==> src/rtl/uart_rx_fifo.sv <==
// -----------------------------------------------------------------------------
// uart_rx_fifo
//   Receiver for 16x-oversampled UART frames (8N1 by default) with a small
//   first-word-fall-through output FIFO. The serial line is synchronised with
//   two flops. Each bit is sampled at its midpoint: the start bit after 8
//   ticks, then every 16 ticks after that. Good bytes are pushed into the
//   FIFO. Framing errors, FIFO overflows and (optionally) parity errors are
//   each reported as a 1-cycle pulse.
//
//   Optional feature: define UART_RX_PARITY_EN to expect an even-parity bit
//   between the data bits and the stop bit (8E1 framing). Without it,
//   parity_err is tied to 0.
//
// Ports
//   clk         system clock
//   reset       asynchronous, active-high reset
//   rx          serial line, idle high, asynchronous to clk
//   baud_tick   1-cycle strobe at 16x the baud rate
//   rd_en       pop the head of the FIFO (ignored when empty)
//   rd_data     head of the FIFO, valid while empty==0 (0 while empty)
//   empty       FIFO holds no bytes
//   full        FIFO holds 2**FIFO_AW bytes
//   frame_err   1-cycle pulse: stop bit sampled low
//   overflow    1-cycle pulse: good byte arrived while full and not popped
//   parity_err  1-cycle pulse: parity mismatch
// -----------------------------------------------------------------------------
module uart_rx_fifo #(
   parameter int DBIT    = 8,
   parameter int SB_TICK = 16,
   parameter int FIFO_AW = 2
) (
   input  logic            clk,
   input  logic            reset,
   input  logic            rx,
   input  logic            baud_tick,
   input  logic            rd_en,
   output logic [DBIT-1:0] rd_data,
   output logic            empty,
   output logic            full,
   output logic            frame_err,
   output logic            overflow,
   output logic            parity_err
);

   localparam int NW    = (DBIT > 1) ? $clog2(DBIT) : 1;
   localparam int DEPTH = 2 ** FIFO_AW;

`ifdef UART_RX_PARITY_EN
   typedef enum logic [2:0] {IDLE, START, DATA, PARITY, STOP} state_t;
`else
   typedef enum logic [1:0] {IDLE, START, DATA, STOP} state_t;
`endif

   state_t          state_reg, state_next;
   logic [3:0]      s_reg, s_next;
   logic [NW-1:0]   n_reg, n_next;
   logic [DBIT-1:0] b_reg, b_next;
   logic            rx_meta_reg, rx_sync_reg;
   logic            push, ferr_next;
   logic            frame_err_reg, overflow_reg;
`ifdef UART_RX_PARITY_EN
   logic            par_bad_reg, par_bad_next, perr_next, parity_err_reg;
`endif

   // FIFO state
   logic [DBIT-1:0]    mem [DEPTH];
   logic [FIFO_AW-1:0] wr_ptr_reg, rd_ptr_reg;
   logic [FIFO_AW:0]   count_reg;
   logic               pop, wr;

   // ---------------- receiver: state registers ----------------
   always_ff @(posedge clk or posedge reset) begin
      if (reset) begin
         state_reg   <= IDLE;
         s_reg       <= '0;
         n_reg       <= '0;
         b_reg       <= '0;
         rx_meta_reg <= 1'b1;
         rx_sync_reg <= 1'b1;
`ifdef UART_RX_PARITY_EN
         par_bad_reg <= 1'b0;
`endif
      end else begin
         state_reg   <= state_next;
         s_reg       <= s_next;
         n_reg       <= n_next;
         b_reg       <= b_next;
         rx_meta_reg <= rx;
         rx_sync_reg <= rx_meta_reg;
`ifdef UART_RX_PARITY_EN
         par_bad_reg <= par_bad_next;
`endif
      end
   end

   // ---------------- receiver: next state ----------------
   always_comb begin
      state_next = state_reg;
      s_next     = s_reg;
      n_next     = n_reg;
      b_next     = b_reg;
      push       = 1'b0;
      ferr_next  = 1'b0;
`ifdef UART_RX_PARITY_EN
      par_bad_next = par_bad_reg;
      perr_next    = 1'b0;
`endif
      case (state_reg)
         IDLE: begin
            if (!rx_sync_reg) begin
               state_next = START;
               s_next     = '0;
`ifdef UART_RX_PARITY_EN
               par_bad_next = 1'b0;
`endif
            end
         end
         START: begin
            if (baud_tick) begin
               if (s_reg == 4'd7) begin
                  // Mid start bit: still low means a real frame.
                  // High means it was only a glitch.
                  if (!rx_sync_reg) begin
                     state_next = DATA;
                     s_next     = '0;
                     n_next     = '0;
                  end else begin
                     state_next = IDLE;
                  end
               end else begin
                  s_next = s_reg + 4'd1;
               end
            end
         end
         DATA: begin
            if (baud_tick) begin
               if (s_reg == 4'd15) begin
                  // LSB arrives first, so shift each new bit in at the MSB end.
                  b_next = {rx_sync_reg, b_reg[DBIT-1:1]};
                  s_next = '0;
                  if (n_reg == NW'(DBIT - 1)) begin
`ifdef UART_RX_PARITY_EN
                     state_next = PARITY;
`else
                     state_next = STOP;
`endif
                  end else begin
                     n_next = n_reg + NW'(1);
                  end
               end else begin
                  s_next = s_reg + 4'd1;
               end
            end
         end
`ifdef UART_RX_PARITY_EN
         PARITY: begin
            if (baud_tick) begin
               if (s_reg == 4'd15) begin
                  // Even parity: the data bits plus the parity bit must hold
                  // an even number of ones.
                  par_bad_next = ^{rx_sync_reg, b_reg};
                  perr_next    = par_bad_next;
                  s_next       = '0;
                  state_next   = STOP;
               end else begin
                  s_next = s_reg + 4'd1;
               end
            end
         end
`endif
         STOP: begin
            if (baud_tick) begin
               if (s_reg == 4'(SB_TICK - 1)) begin
                  state_next = IDLE;
                  s_next     = '0;
`ifdef UART_RX_PARITY_EN
                  // A parity failure has already been reported for this frame,
                  // so drop the byte quietly whatever the stop bit holds.
                  push      =  rx_sync_reg & ~par_bad_reg;
                  ferr_next = ~rx_sync_reg & ~par_bad_reg;
`else
                  push      =  rx_sync_reg;
                  ferr_next = ~rx_sync_reg;
`endif
               end else begin
                  s_next = s_reg + 4'd1;
               end
            end
         end
         default: state_next = IDLE;
      endcase
   end

   // ---------------- FIFO ----------------
   assign empty = (count_reg == '0);
   assign full  = (count_reg == (FIFO_AW + 1)'(DEPTH));
   assign pop   = rd_en & ~empty;
   // When the FIFO is full, a pop in the same cycle frees the slot being written.
   assign wr    = push & (~full | pop);

   always_ff @(posedge clk or posedge reset) begin
      if (reset) begin
         wr_ptr_reg    <= '0;
         rd_ptr_reg    <= '0;
         count_reg     <= '0;
         frame_err_reg <= 1'b0;
         overflow_reg  <= 1'b0;
      end else begin
         if (wr)
            wr_ptr_reg <= wr_ptr_reg + FIFO_AW'(1);
         if (pop)
            rd_ptr_reg <= rd_ptr_reg + FIFO_AW'(1);
         count_reg     <= count_reg + (FIFO_AW + 1)'(wr) - (FIFO_AW + 1)'(pop);
         frame_err_reg <= ferr_next;
         overflow_reg  <= push & ~wr;
      end
   end

   // The storage has no reset. The output is forced to 0 while empty, so stale
   // contents never appear on rd_data.
   always_ff @(posedge clk) begin
      if (wr)
         mem[wr_ptr_reg] <= b_reg;
   end

   assign rd_data   = empty ? '0 : mem[rd_ptr_reg];
   assign frame_err = frame_err_reg;
   assign overflow  = overflow_reg;

`ifdef UART_RX_PARITY_EN
   always_ff @(posedge clk or posedge reset) begin
      if (reset)
         parity_err_reg <= 1'b0;
      else
         parity_err_reg <= perr_next;
   end
   assign parity_err = parity_err_reg;
`else
   assign parity_err = 1'b0;
`endif

endmodule
==> config.mk <==
export PLATFORM = sky130hd
export DESIGN_NAME = uart_rx_fifo
export DESIGN_NICKNAME = d
export VERILOG_FILES = /design/src/rtl/uart_rx_fifo.sv
export SDC_FILE = /design/constraint.sdc
export NUM_CORES = 1
export LEC_CHECK = 0
export BUFFER_PORTS_ARGS = -buffer_cell sky130_fd_sc_hd__buf_2
export CELL_PAD_IN_SITES_DETAIL_PLACEMENT = 1
export CELL_PAD_IN_SITES_GLOBAL_PLACEMENT = 2
export CORE_ASPECT_RATIO = 0.9
export CORE_MARGIN = 3
export CORE_UTILIZATION = 30
export CTS_CLUSTER_SIZE = 14
export DETAILED_ROUTE_END_ITERATION = 10
export HOLD_SLACK_MARGIN = 0.06
export PLACE_DENSITY = 0.67
export SYNTH_ARGS = -nofsm -noshare
export SYNTH_HDL_FRONTEND = slang
export SYNTH_SLANG_ARGS = --single-unit
export TNS_END_PERCENT = 20
==> constraint.sdc <==
create_clock -name clk -period 2.1 [get_ports clk]
set_clock_uncertainty 0.05 [all_clocks]
set_input_delay 0.105 -clock clk [delete_from_list [all_inputs] [get_ports clk]]
set_output_delay 0.105 -clock clk [all_outputs]
set_load 0.005 [all_outputs]
## After elaboration in Yosys (flattened, before gate mapping)

Memory sizes are Yosys's and may differ from the RTL's.
Cells that the tools add are included.

- Memories kept: 1
- Bits in writable memories: 32
- Logic and storage cells: 84
- Bits in registers: 28
- Input port bits: 5

Memories:

| name | depth | bits a word | rd ports | clocked after Yosys merged registers in | write ports | RTL line | RTL |
|---|---|---|---|---|---|---|---|
| mem | 4 | 8 | 1 | 0 | 1 | 66 | `logic [DBIT-1:0] mem [DEPTH];` |

- Muxes and demuxes: 32
- Equal/unequal tests: 18
- Reduce and logical (&&, ||, !) cells: 8
- Bitwise gates (word level): 8
- Add/subtract/negate cells: 6

Operators by type and width:

| kind | number |
|---|---|
| $mux W4 | 5 |
| $ne A2 B2 Y1 const B | 10 |
| $mux W2 | 9 |
| $mux W3 | 6 |
| $pmux W4 S3 | 1 |
| $mux W1 | 8 |
| $mux W8 | 1 |
| $pmux W2 S4 | 1 |
| $reduce_and A8 Y1 | 1 |
| $reduce_and A7 Y1 | 1 |
| $eq A3 B3 Y1 const B | 2 |
| $pmux W3 S2 | 1 |
| $add A2 B1 Y2 const B | 2 |
| $add A4 B1 Y4 const B | 1 |
| $eq A2 B2 Y1 const B | 2 |
| $eq A4 B3 Y1 const B | 1 |
| $eq A4 B4 Y1 const B | 1 |
| $not A1 Y1 | 4 |
| $add A3 B1 Y3 | 1 |
| $add A3 B1 Y3 const B | 1 |
| $and A1 B1 Y1 | 3 |
| $logic_not A3 Y1 | 1 |
| $reduce_and A3 Y1 | 1 |
| $sub A3 B1 Y3 | 1 |
| other kinds (7) | 7 |

## Longest topological paths before layout

- Word-level depth: 7
- Gate-level depth with buffers: 9
- Mapped depth without buffers: 9

## Worst setup path before layout

Ideal clock, no wire load.

- Kind: reg2reg
- Start: register s_reg[0]
- End: register count_reg[2]
- Setup time: 0.126 ns
- Arrival time: 2.031 ns
- Cell stages (with the launch flop): 10
- Data required time: 1.924 ns
- Setup slack: -0.107 ns
- Buffers on the path: 0
- Path through: dfrtp_1 > ha_1 > nand3_2 > nor3b_4 > mux2_2 > ha_1 > inv_1 > fa_1 > xnor2_1 > xnor2_1

- Word-level cells in the longest chain between the ends: 7

RTL lines:

| item | RTL line | RTL |
|---|---|---|
| start, declared | 55 | `logic [3:0] s_reg, s_next;` |
| start signal, assigned | 85 | `s_reg <= s_next;` |
| $eq A4 B4 Y1 | 173 | `if (s_reg == 4'(SB_TICK - 1)) begin` |
| $mux W1 | 173 |  |
| $mux W1 | 172 | `if (baud_tick) begin` |
| $mux W1 | 108 | `case (state_reg)` |
| $and A1 B1 Y1 | 199 | `assign wr = push & (~full \| pop);` |
| $add A3 B1 Y3 | 213 | `count_reg <= count_reg + (FIFO_AW + 1)'(wr) - (FIFO_AW + 1)'(pop);` |
| $sub A3 B1 Y3 | 213 |  |
| end signal, assigned | 213 |  |
| end, declared | 68 | `logic [FIFO_AW:0] count_reg;` |

Every way passes these cells.
A chain may end at the register's enable or synchronous reset.

## Worst setup path in the final report

- Start: register count_reg[0]
- End: register count_reg[1]

- Word-level cells in the longest chain between the ends: 7
- Elaborated cells between the ends (all ways): 9
- Those cells by class: add/sub: 2; eq/ne: 1; bitwise: 5; reduce/logical: 1

RTL lines:

| item | RTL line | RTL |
|---|---|---|
| $logic_not A3 Y1 | 195 | `assign empty = (count_reg == '0);` |
| $not A1 Y1 | 197 | `assign pop = rd_en & ~empty;` |
| $and A1 B1 Y1 | 197 |  |
| $or A1 B1 Y1 | 199 |  |
| $and A1 B1 Y1 | 199 |  |
| $add A3 B1 Y3 | 213 |  |
| $sub A3 B1 Y3 (*) | 213 |  |

Mark *: on every way between the ends. The rest lies on a longest branch, timed or not.

==> impl_metrics.tcl <==
set metrics [dict create \
    hold_viol 0 \
    p_sw_mw 1.17 \
    dp_hpwl_microns 3450 \
    ys_ff_latch 60 \
    routedWlPerCell_microns 14.9 \
    post-route-util_pct 39.8 \
    syn_inst 173 \
    antenna_found_initial 0 \
    syn_avg_cell_area_sq_um 15.4 \
    hold_class "input pin to flop" \
    ios 18 \
    fp.coreArea_sq_um 8340 \
    die_x_microns 105 \
    synth_edf_count 32 \
    start_util_pct 31.9 \
    final_layout_size_suffix_gt1_share_pct 35.3 \
    grt_max_degree 29 \
    via_per_inst 4.53 \
    path_cells "or4b_4 -> nor3b_4 -> mux2_4 -> ha_4 -> inv_2 -> fa_2 -> inv_2" \
    synth.distinct_cells 53 \
    grt_setup_unrepaired "true" \
    largest_reg_flops 32 \
    cts_root_buf "clkbuf_8" \
    period_needed_ns 2.11 \
    r2r-start "count_reg[0]" \
    peakVddDrop_uv 542 \
    dieArea_sq_um 10000 \
    clock_latency_ns 0.33 \
    pwr_density_cell_nw_per_um2 1190 \
    dr.pass1.iters 4 \
    power_frac_seq_pct 38.2 \
    drt_iter0_markers 51 \
    fin_crit_sh_pct 101 \
    slew_viol_final 0 \
    final_cell_area_sq_um 3320 \
    critPathKind "flop to flop" \
    cts_tree "built" \
    cts_sinks 60 \
    place_ws_ns -0.0306 \
    num_vias 1535 \
    grt_pass1_vias 1722 \
    max_stage_delay_ns 0.52 \
    clock_path_buffers 2 \
    port_buffers 16 \
    rrSetupSlack_ns -0.01 \
    ys_warn_count 0 \
    max_freq_mhz 473 \
    htree_levels 3 \
    clkPwrFrac_pct 27.7 \
    wl_microns 5040 \
    ant_nets 0 \
    nets 234 \
    final_cell_mix "edfxtp_1, dfrtp_1, buf_4, buf_2, and2_1" \
    worstHoldStart "baud_tick" \
    internal-power_mw 2.77 \
    p_comb_share_pct 34.0 \
    drc 0 \
    insertedDiodeCount 0 \
    status "finished, violations left" \
    grt_pass1_wl_microns 8870 \
    min_to "state_reg[0]" \
    gp_congestion 0.708 \
    grt_usage_pct 11.5 \
    critPathLaunchType "flop" \
    synth_ff_type "edfxtp_1" \
    layout_commonest_cell "edfxtp_1" \
    crit_arrival_ns 2.34 \
    endpoint_kind "flop" \
    setup_ws_ns -0.0140 \
    setup_viol 1 \
    hold_depth 3 \
    cp_common_cell "inv_2" \
    cts_buffers 9 \
    clk_pin_slew_ns 0.06 \
    violations "negative setup slack" \
    area_growth_pct 24.9 \
    rows 31 \
    swShare_pct 29.7 \
    r2r_cells 7 \
    die_h_microns 95.3 \
    synth_fp_nets 187 \
    power_mw 3.94 \
    slowest_stage "or4b_4" \
    cp_data_required_time_ns 2.32 \
    synth_seq_area_share_pct 62.6 \
    syn_area_sq_um 2660 \
    p_leak_nw 1.31 \
    fillers 883 \
    place_area_sq_um 3030 \
    overflow 0 \
    async_flop_share_pct 46.7 \
    reg2reg_to "count_reg[1]" \
    path_max_fanout 2 \
    max-cap-violations 0 \
]
## timing repair
action                     CTS  global route
setup endpoints to repair    2             2
gates cloned                 0             0
hold endpoints to repair    29             0
pin swaps                    4             3
gates resized for setup      6             1
hold buffers                 4             0
setup buffers                1             1
## cells in the mapped netlist (2+ instances only)
master    count  area [sq um]
inv_1         9          33.8
mux2_2        2          22.5
clkbuf_1      3          11.3
o21ai_1       2          10.0
and3_1        2          12.5
nand4_1       3          18.8
dfstp_2       2          52.6
dfrtp_1      26           651
mux4_2        8           180
and2_1       13          81.3
a31oi_1       2          12.5
or3_1         2          12.5
nand3_1       3          15.0
a22o_1        2          17.5
ha_1          8           100
mux2_1        8          90.1
nand2b_1      2          12.5
edfxtp_1     32           961
nor2_1        2          7.51
buf_2         4          20.0
xnor2_1       6          52.6
## area by class of cell
class | count | area, sq um | area share (%)
well taps | 115 | 144 | 4.34
clock inverters | 5 | 77.6 | 2.34
repair buffers | 44 | 300 | 9.05
multi-input cells | 95 | 966 | 29.1
flip-flops and latches | 60 | 1660 | 50.2
inverters | 10 | 37.5 | 1.13
clock buffers | 10 | 128 | 3.85
## worst max-delay path: cells and delay by family (launching register included)
kind	cells	cell delay (ns)
fa+ha+maj	2	0.58
buf+inv	2	0.09
flops	1	0.38
mux	1	0.27
simple gates	2	0.69
## worst max-delay path by stage
stage | depth (start not counted) | slack [ns] | start | to
3_5_place_dp | 7 | -0.03 | count_reg[0] | count_reg[1]
6_report | 7 | -0.01 | count_reg[0] | count_reg[1]
4_1_cts | 8 | -0.04 | count_reg[0] | count_reg[2]
3_3_place_gp | 7 | -0.006 | count_reg[0] | count_reg[1]
2_1_floorplan | 8 | -0.02 | rx_sync_reg | count_reg[2]
5_1_grt | 7 | -0.07 | count_reg[0] | count_reg[1]
## routing by layer
layer  part of all wire, %  GRT usage [%]  routed length, microns  vias up
met5                     0              0                       0        -
li1                      -              -                       -      735
met3                   4.2           4.33                     214        2
met2                    48           18.7                    2420       25
met4                  0.32           2.95                      16        0
met1                    47           14.6                    2390      773
## through the flow
stage                     hold slack (ns)  std cells   TNS, ns
final                               0.133        339   -0.0140
after global routing                0.164        339    -0.129
after CTS                           0.112        338   -0.0849
after detailed placement            0.163        318   -0.0569
after global placement              0.159        318  -0.00594
after floorplan                    0.0595        173   -0.0432
## logic make-up after synthesis
logic type | Yosys count | synth area share, %
AOI/OAI and AO/OA | 18 | 4.95
buffers and inverters | 18 | 2.87
adders and majority gates | 9 | 4.52
and+or+nand+nor | 41 | 10.9
xor gates and xnor gates | 6 | 1.98
muxes | 20 | 12.0
DFF | 60 | 62.6
other | 1 | 0.141
## power groups by stage
| stage | Clock (mW) | Combinational, mW | Sequential [mW] |
|---|---|---|---|
| after floorplan | 0 | 0.852 | 1.50 |
| after global placement | 0 | 1.25 | 1.53 |
| after detailed placement | 0 | 1.26 | 1.53 |
| after CTS | 1.14 | 1.34 | 1.51 |
| after global routing | 1.19 | 1.52 | 1.53 |
| final | 1.09 | 1.34 | 1.51 |
(Power assumes the default switching activity.)
